$ cat src/rtl/esg_tracker.sv
// End-signal generator: watches NUM_PU zero flags and reports when exactly one
// unit stays non-zero for STABLE_CYCLES valid samples, or when all units are zero.
module esg_tracker #(
    parameter int NUM_PU        = 4,
    parameter int STABLE_CYCLES = 1,
    localparam int IDX_W        = $clog2(NUM_PU)
) (
    input  logic              clk,
    input  logic              rst_n,
    input  logic              start,
    input  logic              pu_valid,
    input  logic [NUM_PU-1:0] pu_zero,
    input  logic              ack,
    output logic              busy,
    output logic              end_signal,
    output logic              end_pulse,
    output logic              all_zero_err,
    output logic [IDX_W-1:0]  winner_idx,
    output logic [15:0]       cycle_count
);

    typedef enum logic [1:0] {
        S_IDLE,
        S_RUN,
        S_DONE,
        S_ERR
    } state_e;

    localparam logic [3:0]        STAB_K = 4'(STABLE_CYCLES);
    localparam logic [NUM_PU-1:0] LSB_V  = {{(NUM_PU-1){1'b0}}, 1'b1};

    state_e             state_q, state_d;
    logic [3:0]         stab_q, stab_d;
    logic [15:0]        cnt_q, cnt_d;
    logic [IDX_W-1:0]   win_q, win_d;
    logic               pulse_q, pulse_d;

    logic [NUM_PU-1:0]  nonzero;
    logic               smp_none;
    logic               smp_one;

    function automatic logic [15:0] sat_inc16(input logic [15:0] v);
        return (v == 16'hFFFF) ? v : v + 16'd1;
    endfunction

    function automatic logic [IDX_W-1:0] zero_pos(input logic [NUM_PU-1:0] pz);
        logic [IDX_W-1:0] idx;
        idx = '0;
        for (int i = 0; i < NUM_PU; i++) begin
            if (!pz[i]) idx = IDX_W'(i);
        end
        return idx;
    endfunction

    // Strict one-hot test on the non-zero mask: nonzero and a single bit set.
    assign nonzero  = ~pu_zero;
    assign smp_none = (nonzero == '0);
    assign smp_one  = !smp_none && ((nonzero & (nonzero - LSB_V)) == '0);

    always_comb begin
        state_d = state_q;
        stab_d  = stab_q;
        cnt_d   = cnt_q;
        win_d   = win_q;
        pulse_d = 1'b0;
        case (state_q)
            S_IDLE: begin
                if (start) begin
                    state_d = S_RUN;
                    stab_d  = '0;
                    cnt_d   = '0;
                    win_d   = '0;
                end
            end
            S_RUN: begin
                cnt_d = sat_inc16(cnt_q);
                if (start) begin
                    // Restart: the sample presented alongside start is dropped.
                    stab_d = '0;
                    cnt_d  = '0;
                    win_d  = '0;
                end else if (pu_valid) begin
                    if (smp_none) begin
                        state_d = S_ERR;
                    end else if (smp_one) begin
                        stab_d = stab_q + 4'd1;
                        if (stab_q + 4'd1 == STAB_K) begin
                            state_d = S_DONE;
                            win_d   = zero_pos(pu_zero);
                            pulse_d = 1'b1;
                        end
                    end else begin
                        stab_d = '0;
                    end
                end
            end
            S_DONE, S_ERR: begin
                if (ack) state_d = S_IDLE;
            end
            default: state_d = S_IDLE;
        endcase
    end

    always_ff @(posedge clk or negedge rst_n) begin
        if (!rst_n) begin
            state_q <= S_IDLE;
            stab_q  <= '0;
            cnt_q   <= '0;
            win_q   <= '0;
            pulse_q <= 1'b0;
        end else begin
            state_q <= state_d;
            stab_q  <= stab_d;
            cnt_q   <= cnt_d;
            win_q   <= win_d;
            pulse_q <= pulse_d;
        end
    end

    assign busy         = (state_q == S_RUN);
    assign end_signal   = (state_q == S_DONE);
    assign all_zero_err = (state_q == S_ERR);
    assign end_pulse    = pulse_q;
    assign winner_idx   = win_q;
    assign cycle_count  = cnt_q;

endmodule

$ cat config.mk
export PLATFORM = sky130hd
export DESIGN_NAME = esg_tracker
export DESIGN_NICKNAME = d
export VERILOG_FILES = /design/src/rtl/esg_tracker.sv
export SDC_FILE = /design/constraint.sdc
export NUM_CORES = 1
export LEC_CHECK = 0
export ABC_AREA = 1
export ABC_CLOCK_PERIOD_IN_PS = 1400
export BUFFER_PORTS_ARGS = -buffer_cell sky130_fd_sc_hd__clkbuf_2
export CAP_MARGIN = 20
export CORE_MARGIN = 2
export CORE_UTILIZATION = 48
export CTS_BUF_LIST = sky130_fd_sc_hd__clkbuf_8
export DETAILED_ROUTE_END_ITERATION = 8
export GPL_TIMING_DRIVEN = 0
export PLACE_DENSITY = 0.8
export SYNTH_ARGS = -nofsm -noshare
export SYNTH_HDL_FRONTEND = slang
export SYNTH_SLANG_ARGS = --single-unit
$ cat constraint.sdc
create_clock -name clk -period 1.4 [get_ports clk]
set_input_delay 0.21 -clock clk [delete_from_list [all_inputs] [get_ports clk]]
set_output_delay 0.21 -clock clk [all_outputs]
set_load 0.01 [all_outputs]
Word-level counts from Yosys, hierarchy flattened
Cells that the tools add are included.
{"block": "totals", "input_bits": 9, "reg_bits": 25}
{"block": "op_classes", "n_eq_ne": 16, "n_addsub": 3, "mux": 34, "reduce_logical": 11, "n_bitwise": 2}
{"op": "$mux 16", "n": 3}
{"op": "$pmux 16 s2", "n": 1}
{"op": "$mux 2", "n": 15}
{"op": "$mux 4", "n": 5}
{"op": "$add 16x1->16 const B", "n": 1}
{"op": "$eq 16x16->1 const B", "n": 1}
{"op": "$reduce_and 6->1", "n": 2}
{"op": "$ne 3x3->1 const B", "n": 3}
{"op": "$logic_not 4->1", "n": 2}
{"op": "$ne 2x2->1 const B", "n": 4}
{"op": "$pmux 4 s2", "n": 1}
{"op": "$mux 1", "n": 7}
{"op": "$ne 3x1->1 const B", "n": 2}
{"op": "$ne 3x2->1 const B", "n": 2}
{"op": "$pmux 2 s3", "n": 1}
{"op": "$add 4x1->4 const B", "n": 1}
{"op": "$and 4x4->4", "n": 1}
{"op": "$eq 2x2->1 const B", "n": 2}
{"op": "$eq 4x1->1 const B", "n": 1}
{"op": "$not 4->4", "n": 1}
{"op": "$pmux 2 s2", "n": 1}
{"op": "$reduce_and 4->1", "n": 1}
{"op": "$sub 4x1->4 const B", "n": 1}
{"op": "$reduce_and 3->1", "n": 1}
{"op": "6 further kinds", "n": 6}

Longest topological paths before layout
Gate-level depths: netlist of the first run.
{"block": "depth", "depth_word": 10, "depth_mapped": 10, "ltp_nobuf": 10}

Worst setup path after synthesis of the first run
No wires, ideal clock.
{"block": "synth_timing", "kind": "register to register", "startpoint": "reg cnt_q[0] (netlist: cycle_count[0])", "endpoint": "reg cnt_q[15] (netlist: cycle_count[15])", "setup_ps": 117, "synth_period_minus_slack_ps": 1625, "path_slack_ps": -225, "t_arrival_ps": 1508, "required_time_ps": 1283, "path_stages_with_launch": 10, "path_cell_list": "dfrtp_1 -> ha_1 -> nand2_1 -> nor2_2 -> nand3_2 -> nor2_4 -> nor2_4 -> buf_6 -> a21oi_2 -> nor2_1"}
{"block": "synth_between", "elab_chain_cells": 4, "elab_cells_between_ends": 7, "cone_classes": "1 x add/sub; 2 x eq/ne; 3 x mux; 1 x reduce/logical"}
{"item": "from (decl)", "line": "34", "text": "logic [15:0] cnt_q, cnt_d;"}
{"item": "from (signal assigned)", "line": "114", "text": "cnt_q <= cnt_d;"}
{"item": "$add 16x1->16", "line": "43", "text": "return (v == 16'hFFFF) ? v : v + 16'd1;"}
{"item": "$mux 16", "line": "43"}
{"item": "$mux 16", "line": "77", "text": "if (start) begin"}
{"item": "$pmux 16 s2", "line": "66", "text": "case (state_q)"}
Several ways; a longest one is shown, not always the timed one. The select of a mux whose other input is x is not followed.
A chain may end at the register's enable or synchronous reset.

Final worst setup path of the first run
{"block": "layout_timing", "startpoint": "reg cnt_q[6] (netlist: cycle_count[6])", "endpoint": "reg cnt_q[11] (netlist: cycle_count[11])"}
The elaborated chain is that of the path after synthesis.

==> results of run 1 <==
kinds of logic (layout without fill, tap and decap cells):
group / after synthesis / after routing
AO/OA/AOI/OAI: 24 / 24
buffers and inverters: 30 / 102
flip-flops: 25 / 25
AND/OR/NAND/NOR: 143 / 143
XOR/XNOR: 4 / 4
adder cells (fa/ha/maj): 3 / 3
cell usage in the layout (no fill, tap or decap), types with 2 or more instances in the layout:
cell       n
buf_6      7
nor2_4    14
o21ai_2    3
clkbuf_2  28
nor2_2     7
a21oi_1    2
nand2_1   56
buf_4     32
dfrtp_1   15
xor2_1     3
nand2_2    7
dfrtp_2   10
inv_1     21
inv_2      5
nand3_2    9
nand2_4    3
nor2_1    14
nand4_1   16
o21ai_1   10
o21ai_0    3
clkbuf_8   3
nand3_1   12
nor3_1     2
registers in the layout, indices dropped and copies added, names as in the netlist:
| name | flops |
|---|---|
| stab_q | 4 |
| state_q | 2 |
| end_pulse | 1 |
| cycle_count | 16 |
| winner_idx | 2 |
worst max-delay path by stage:
stage	from	end	slack, ps
floorplan	cycle_count[1]	cycle_count[15]	-130
global placement	cycle_count[0]	cycle_count[15]	-240
detailed placement	cycle_count[0]	cycle_count[15]	-260
CTS	cycle_count[0]	cycle_count[13]	-100
global route	cycle_count[0]	cycle_count[12]	-230
finish	cycle_count[6]	cycle_count[11]	-170
final cells by class:
type	instances	area share
Buffer	2	0.0108
Tap cell	46	0.0237
Inverter	28	0.0464
Clock buffer	3	0.0170
Timing Repair Buffer	68	0.191
Multi-Input combinational cell	174	0.445
Sequential cell	25	0.263
Clock inverter	1	0.00309
critical path, delay by kind of cell, from the launching register on:
family	cells	cell delay [ps]
AND/OR/NAND/NOR	7	870
buffers and inverters	1	140
flip-flops	1	450
per-layer routing:
layer,vias up,GRT usage,part of all wire
li1,895,-,-
met3,26,0.0290,0.058
met4,0,0.0722,0.043
met2,89,0.417,0.51
met5,-,0,0
met1,877,0.314,0.39
metrics by stage:
step / setup TNS (ps) / utilization
after floorplan: -952 / -
after global placement: -3450 / 0.563
after detailed placement: -3820 / 0.563
after CTS: -1030 / 0.660
after global routing: -3810 / 0.739
final: -2280 / 0.739
report_power, final:
part / internal [mW] / switching [mW] / total [mW]
sequential: 0.791 / 0.0925 / 0.883
combinational: 0.637 / 0.755 / 1.39
clock: 0.202 / 0.251 / 0.454
timing repair:
| action | in CTS | in global routing |
|---|---|---|
| setup endpoints to repair | 25 | 26 |
| hold endpoints to repair | 25 | 0 |
| resized for setup | 28 | 47 |
| hold buffers | 1 | 0 |
| gates cloned | 1 | 0 |
| pin swaps | 16 | 22 |
| buffers inserted | 22 | 14 |
==> metrics.md, run 1 <==
| Metric | Value |
|---|---|
| Total power draw | `2.73 mW` |
| Die X | `62.3 µm` |
| Die Span Y | `62.3 µm` |
| Largest net degree at the start of global routing | `26` |
| Pre-CTS setup slack | `-261 ps` |
| Placed Instances | `305` |
| Tightest Pin Transition | `630 ps` |
| GRT Total Usage | `0.240` |
| Largest area contributor in the netlist | `dfrtp_1` |
| Post-synthesis sequential area ratio | `0.384` |
| Critical path required time | `1570 ps` |
| Initial antenna violation count | `0` |
| H-tree levels | `1` |
| Setup violators final | `23` |
| Core area | `0.00328 mm²` |
| Syn Inst Count | `229` |
| Synth area leaders | `dfrtp_1 38%, nand2_1 15%, nand3_1 6.1%` |
| Num CTS Buffers | `3` |
| Clk_lat worst skew | `280 ps` |
| Critical path class | `reg -> reg` |
| Number of port buffers | `30` |
| Via Count | `1,887` |
| Area of the mapped netlist | `0.00163 mm²` |
| CTS clk-pin slew, worst paths | `90 ps` |
| WL/cell | `15.1 µm` |
| Routed Antenna Nets | `0` |
| Routed wire length | `5260 µm` |
| Final non-filler cell total | `347` |
| Hold path cells | `3` |
| Synth Area in Simple Gates | `0.414` |
| GR Overflow Total | `0` |
| Layout cells sized above 1 | `0.468` |
| DRC viols | `0` |
| Most frequent cells after synthesis | `64 x nand2_1, 26 x nor2_1, 25 x dfrtp_1, 23 x inv_1, 20 x nand3_1` |
| Worst hold endpoint | `end_pulse` |
| Outcome | `finished with violations` |
| CTS Root Cell | `clkbuf_8` |
| Design Area, Final | `0.00243 mm²` |
| LEAKAGE | `1.17 nW` |
| Initial Util | `0.496` |
| Async SR Flop Fraction | `1.00` |
| Io pins | `31` |
| Worst Hold Class | `in -> reg` |
| Synthesis-stage register bit count | `25` |
| Final-report max-slew violation count | `0` |
| Crit path max-delay cell type | `dfrtp_1` |
| Mux share of post-synthesis cell area | `0` |
| Placed instance area | `0.00185 mm²` |
| RSZ-0062 raised after global routing | `yes` |
| Final Hold Viols | `0` |
| Register Area | `638 µm²` |
| Post-Synth XOR/XNOR Area | `0.0215` |
| Row count | `21` |
| Final min period | `1570 ps` |
| HP Start | `pu_valid` |
| Initial drt markers | `140` |
| Max cap viols | `0` |
| Power per cell area | `1130 mW/mm²` |
| Reg-to-Reg End | `cycle_count[11]` |
| Synth top area share | `0.384` |
| Slew headroom | `0.580` |
| First-pass GRT wire length | `7590 µm` |
| DP HPWL | `2690 µm` |
| Hold slack | `178 ps` |
| Multi-input logic area | `0.00108 mm²` |
| CP max stage delay | `450 ps` |
| Largest family of logic cells by synthesized area | `simple AND/OR/NAND/NOR gates` |
| Avg Vias per Cell | `5.44` |
| Drt pass-1 iters | `4` |
| Warnings, synthesis | `0` |
| Clk buf depth | `2` |
| Period utilization | `1.12` |
| Setup Skew | `5.19 ps` |
| R2r setup slk | `-170 ps` |
| Synth cell types | `29` |
| Max Freq | `637 MHz` |
| CTS tree | `yes` |
| Final worst slack | `-170 ps` |
| Area grow syn2layout | `48.9%` |
| Maximum VDD drop | `796 µV` |
| Syn Nets | `241` |
| Fillers | `223` |
| # nets final | `314` |
| Ys flop type | `dfrtp_1` |
| Placer Congestion | `0.845` |
| Violated checks | `negative setup slack` |
| Crit-path cells | `nand2_1 > nor2_4 > nand3_2 > nor2_4 > nor2_4 > buf_6 > nand3_1 > nand2_1` |
| Sink Count | `25` |
| Worst-path fanout max | `5` |
| Vias in the first global route | `1,729` |
| Worst r2r path cells | `8` |
| # diodes | `0` |
| R2r startpoint | `cycle_count[6]` |
| Adder-Cell Fraction of Synth Area | `0.0230` |
| Syn_area_per_cell | `7.11 µm²` |
| Post-synth EDFFs | `0` |
| Die area | `0.00388 mm²` |
| Worst Path Arrival | `1740 ps` |
| Top cell by count, worst path | `nor2_4` |
| Count leader, synth | `nand2_1` |
| Synth Area in Compound Gates | `0.0837` |
| Startpoint Class | `register` |
| Crit end category | `register` |
No activity file was read; power rests on OpenSTA's default activity.
==> run 2: changes to the inputs <==
ABC_CLOCK_PERIOD_IN_PS = 1800   (was 1400)
PLACE_DENSITY = 0.78   (was 0.8)
clock period = 1.8 ns   (was 1.4 ns; I/O delays follow)
==> metrics.md, run 2 (synthesized netlist as in run 1, its figures left out) <==
| Metric | Value |
|---|---|
| Crit-path cells | `nor2_4 > clkbuf_2 > clkbuf_2` |
| Row count | `21` |
| Final non-filler cell total | `310` |
| Clk_lat worst skew | `280 ps` |
| Drt pass-1 iters | `4` |
| CP max stage delay | `490 ps` |
| Die Span Y | `62.3 µm` |
| H-tree levels | `1` |
| WL/cell | `11.6 µm` |
| Setup TNS | `0 ps` |
| Layout cells sized above 1 | `0.231` |
| Fillers | `323` |
| Die area | `0.00388 mm²` |
| Sink Count | `25` |
| Critical path class | `reg -> out` |
| Violated checks | `negative hold slack` |
| Top cell by count, worst path | `clkbuf_2` |
| Io pins | `31` |
| Initial drt markers | `85` |
| Maximum VDD drop | `726 µV` |
| Routed wire length | `3590 µm` |
| DP HPWL | `2740 µm` |
| Commonest non-fill, non-tap cell in the layout | `nand2_1` |
| Final-report max-slew violation count | `0` |
| CTS tree | `yes` |
| CTS Root Cell | `clkbuf_8` |
| Initial Util | `0.496` |
| Initial antenna violation count | `0` |
| Final min period | `1710 ps` |
| Area grow syn2layout | `17.2%` |
| Placed Instances | `305` |
| Outcome | `finished with violations` |
| # diodes | `0` |
| # nets final | `277` |
| Worst-path fanout max | `10` |
| Routed Antenna Nets | `0` |
| Setup violators final | `0` |
| Core area | `0.00328 mm²` |
| Number of port buffers | `30` |
| Worst Hold Class | `in -> async` |
| Max Freq | `585 MHz` |
| Max cap viols | `0` |
| Tightest Pin Transition | `640 ps` |
| Placed instance area | `0.00184 mm²` |
| Max reg flops | `16` |
| Design Area, Final | `0.00191 mm²` |
| GRT Total Usage | `0.203` |
| CTS clk-pin slew, worst paths | `90 ps` |
| R2r setup slk | `160 ps` |
| Vias in the first global route | `1,460` |
| Hold slack | `-5.45 ps` |
| DRC viols | `0` |
| Via Count | `1,631` |
| Avg Vias per Cell | `5.26` |
| Num CTS Buffers | `3` |
| LEAKAGE | `0.927 nW` |
| Setup Skew | `4.02 ps` |
| Crit path max-delay cell type | `dfrtp_1` |
| Clk buf depth | `2` |
| RSZ-0062 raised after global routing | `no` |
| Period utilization | `0.950` |
| Die X | `62.3 µm` |
| Critical path required time | `1530 ps` |
| Startpoint Class | `register` |
| Crit end category | `output port` |
| Most frequent cells in the layout | `64 x nand2_1, 31 x clkbuf_2, 25 x nor2_1, 23 x inv_1, 23 x dfrtp_1` |
| First-pass GRT wire length | `6390 µm` |
| Power per cell area | `861 mW/mm²` |
| Final Hold Viols | `13` |
| GR Overflow Total | `0` |
| Worst Path Arrival | `1440 ps` |
| Placer Congestion | `0.842` |
| Largest net degree at the start of global routing | `26` |
| Slew headroom | `0.573` |
| Hold-fix buffers, CTS | `0` |
==> run 2: stage by stage <==
stage               setup slack [ps]   util  power, mW  hold slack, ps
floorplan                        175      -       1.10           -25.6
global placement                12.2  0.559       1.27             328
detailed placement              6.81  0.559       1.28             327
CTS                             27.0  0.574       1.62            24.2
global route                    1.90  0.581       1.76            59.5
finish                          89.6  0.581       1.64           -5.45
==> run 2: final cells by class <==
class	count	area, µm²	share of cell area
plain buffers	2	16.3	0.00852
clock buffers	3	41.3	0.0216
clock inverters	1	5.00	0.00262
inverters	28	105	0.0550
multi-input cells	174	898	0.471
flip-flops and latches	25	628	0.329
well taps	46	57.6	0.0301
repair buffers	31	158	0.0826
==> run 2: critical path: cells and delay by family (launching register included) <==
family / cells / cell delay, ps
simple gates: 1 / 220
buf+inv: 2 / 450
flops: 1 / 490
==> run 2: timing repair <==
action                     4_1_cts  5_1_grt
pin swaps                        0        0
buffers inserted                 0        1
setup endpoints to repair        2       17
gates resized for setup          2        5
==> run 2: worst paths after layout <==
check | endpoint | cells past startpoint | startpoint
hold / removal | cycle_count[2] | 1 | rst_n
setup / recovery | busy | 3 | state_q[1]
hold reg to reg | winner_idx[1] | 2 | winner_idx[1]
setup reg to reg | cycle_count[15] | 9 | cycle_count[0]
min in group clk | end_pulse | 3 | pu_valid
max in group asynchronous | cycle_count[0] | 1 | rst_n
==> run 2: where the power goes <==
part	switching [mW]	total, mW	internal (mW)
Combinational	0.402	0.612	0.209
Sequential	0.0764	0.687	0.611
Clock	0.190	0.346	0.156
Total	0.669	1.64	0.976
==> run 2: layer usage <==
| layer | vias up | GRT usage | part of all wire |
|---|---|---|---|
| li1 | 827 | - | - |
| met1 | 753 | 0.272 | 0.46 |
| met2 | 44 | 0.332 | 0.47 |
| met3 | 7 | 0.0254 | 0.050 |
| met4 | 0 | 0.0917 | 0.019 |
| met5 | - | 0 | 0 |
==> run 3: changes to the inputs <==
BUFFER_PORTS_ARGS = -buffer_cell sky130_fd_sc_hd__buf_2   (was -buffer_cell sky130_fd_sc_hd__clkbuf_2)
==> metrics.md, run 3 (synthesized netlist as in run 1, its figures left out) <==
| Metric | Value |
|---|---|
| Critical path required time | `1530 ps` |
| Total power draw | `1.67 mW` |
| GR Overflow Total | `0` |
| WL/cell | `12.0 µm` |
| Row count | `21` |
| Via Count | `1,656` |
| Final worst slack | `106 ps` |
| Outcome | `finished clean` |
| Setup Skew | `4.27 ps` |
| Hold slack | `248 ps` |
| CTS Root Cell | `clkbuf_8` |
| Avg Vias per Cell | `5.29` |
| Max Freq | `590 MHz` |
| Routed Antenna Nets | `0` |
| Register Area | `627 µm²` |
| # nets final | `280` |
| Commonest non-fill, non-tap cell in the layout | `nand2_1` |
| Sink Count | `25` |
| HP Start | `ack` |
| Initial drt markers | `133` |
| DP HPWL | `2740 µm` |
| Worst hold endpoint | `state_q[1]` |
| Maximum VDD drop | `749 µV` |
| Routed wire length | `3750 µm` |
| Worst r2r path cells | `9` |
| Num CTS Buffers | `3` |
| Placer Congestion | `0.842` |
| Area grow syn2layout | `18.7%` |
| Tightest Pin Transition | `581 ps` |
| Core area | `0.00328 mm²` |
| Multi-input logic area | `896 µm²` |
| Design Area, Final | `0.00193 mm²` |
| Die Span Y | `62.3 µm` |
| Die area | `0.00388 mm²` |
| Drt pass-1 iters | `4` |
| Clk buf depth | `2` |
| Clk_lat worst skew | `270 ps` |
| Io pins | `31` |
| R2r startpoint | `cycle_count[1]` |
| Power per cell area | `865 mW/mm²` |
| Max cap viols | `0` |
| DRC viols | `0` |
| Vias in the first global route | `1,523` |
| RSZ-0062 raised after global routing | `yes` |
| Crit-path cells | `nor2_4 > clkbuf_2 > buf_2` |
| Final-report max-slew violation count | `0` |
| Layout cells sized above 1 | `0.228` |
| Number of port buffers | `30` |
| H-tree levels | `1` |
| R2r setup slk | `110 ps` |
| Initial Util | `0.496` |
| Period utilization | `0.941` |
| WP buf/inv | `2` |
| Crit end category | `output port` |
| Most frequent cells in the layout | `64 x nand2_1, 30 x buf_2, 26 x nor2_1, 24 x dfrtp_1, 23 x inv_1` |
| Pre-CTS setup slack | `-7.15 ps` |
| Largest net degree at the start of global routing | `26` |
| CTS tree | `yes` |
| Worst Hold Class | `in -> reg` |
| Reg-to-Reg End | `cycle_count[11]` |
| Hold path cells | `4` |
| Max reg flops | `16` |
| Slew headroom | `0.613` |
| Placed instance area | `0.00184 mm²` |
| Worst Path Arrival | `1420 ps` |
| Final min period | `1690 ps` |
| Critical path class | `reg -> out` |
| Initial antenna violation count | `0` |
| Core Util, Final | `0.589` |
| Startpoint Class | `register` |
| First-pass GRT wire length | `6480 µm` |
| # diodes | `0` |
| Crit path max-delay cell type | `dfrtp_1` |
| Fillers | `312` |
| Delay-heaviest family, CP | `flip-flops` |
| Die X | `62.3 µm` |
| CP max stage delay | `490 ps` |
| Worst-path fanout max | `10` |
| GRT Total Usage | `0.204` |
| Final Hold Viols | `0` |
| Setup violators final | `0` |
| CTS clk-pin slew, worst paths | `90 ps` |
| LEAKAGE | `0.957 nW` |
==> run 3: cell type report <==
cell class | count | area share
clock inverter | 1 | 0.00388
sequential | 25 | 0.324
inverter | 28 | 0.0544
multi-input combinational | 174 | 0.463
buffer | 2 | 0.00841
timing repair buffer | 34 | 0.0945
tap | 46 | 0.0298
clock buffer | 3 | 0.0214
==> run 3: worst max-delay path by stage <==
stage | start | end | slack (ps) | cells after the start
4_1_cts | cycle_count[0] | cycle_count[15] | 20 | 9
3_5_place_dp | cycle_count[0] | cycle_count[15] | -7 | 9
5_1_grt | cycle_count[1] | cycle_count[11] | -1 | 9
3_3_place_gp | cycle_count[0] | cycle_count[15] | 10 | 9
2_1_floorplan | cycle_count[0] | cycle_count[15] | 180 | 9
6_report | state_q[1] | busy | 110 | 3
==> run 3: what timing repair did <==
action,in CTS,in global routing
endpoints found under the hold margin,4,0
endpoints found under the setup margin,5,17
hold buffers,1,0
gates resized for setup,2,3
setup buffers,0,3
==> run 3: worst register-to-register path, cell delays in order (launching register included) <==
cell     delay [ps]
dfrtp_1         420
ha_2            260
nand2_1         120
nor2_4          170
nand3_2         120
nor2_4          140
nor2_4           60
buf_6           150
nand3_1          80
nand2_1          70
==> run 3: per-layer routing <==
metal  vias to the layer above  track usage  part of all wire
met5                         -            0                 0
met4                         0       0.0861             0.015
met3                         6       0.0217             0.050
met2                        63        0.345              0.48
met1                       756        0.268              0.46
li1                        831            -                 -
==> run 3: power breakdown <==
group	internal (mW)	leakage [nW]	switching, mW
Clock	0.157	0.0217	0.190
Sequential	0.609	0.344	0.0715
Combinational	0.229	0.591	0.415
==> run 3: stage by stage <==
stage               setup TNS, ps  instances
floorplan                       0        229
global placement                0        305
detailed placement          -11.6        305
CTS                             0        310
global route                -1.36        313
finish                          0        313
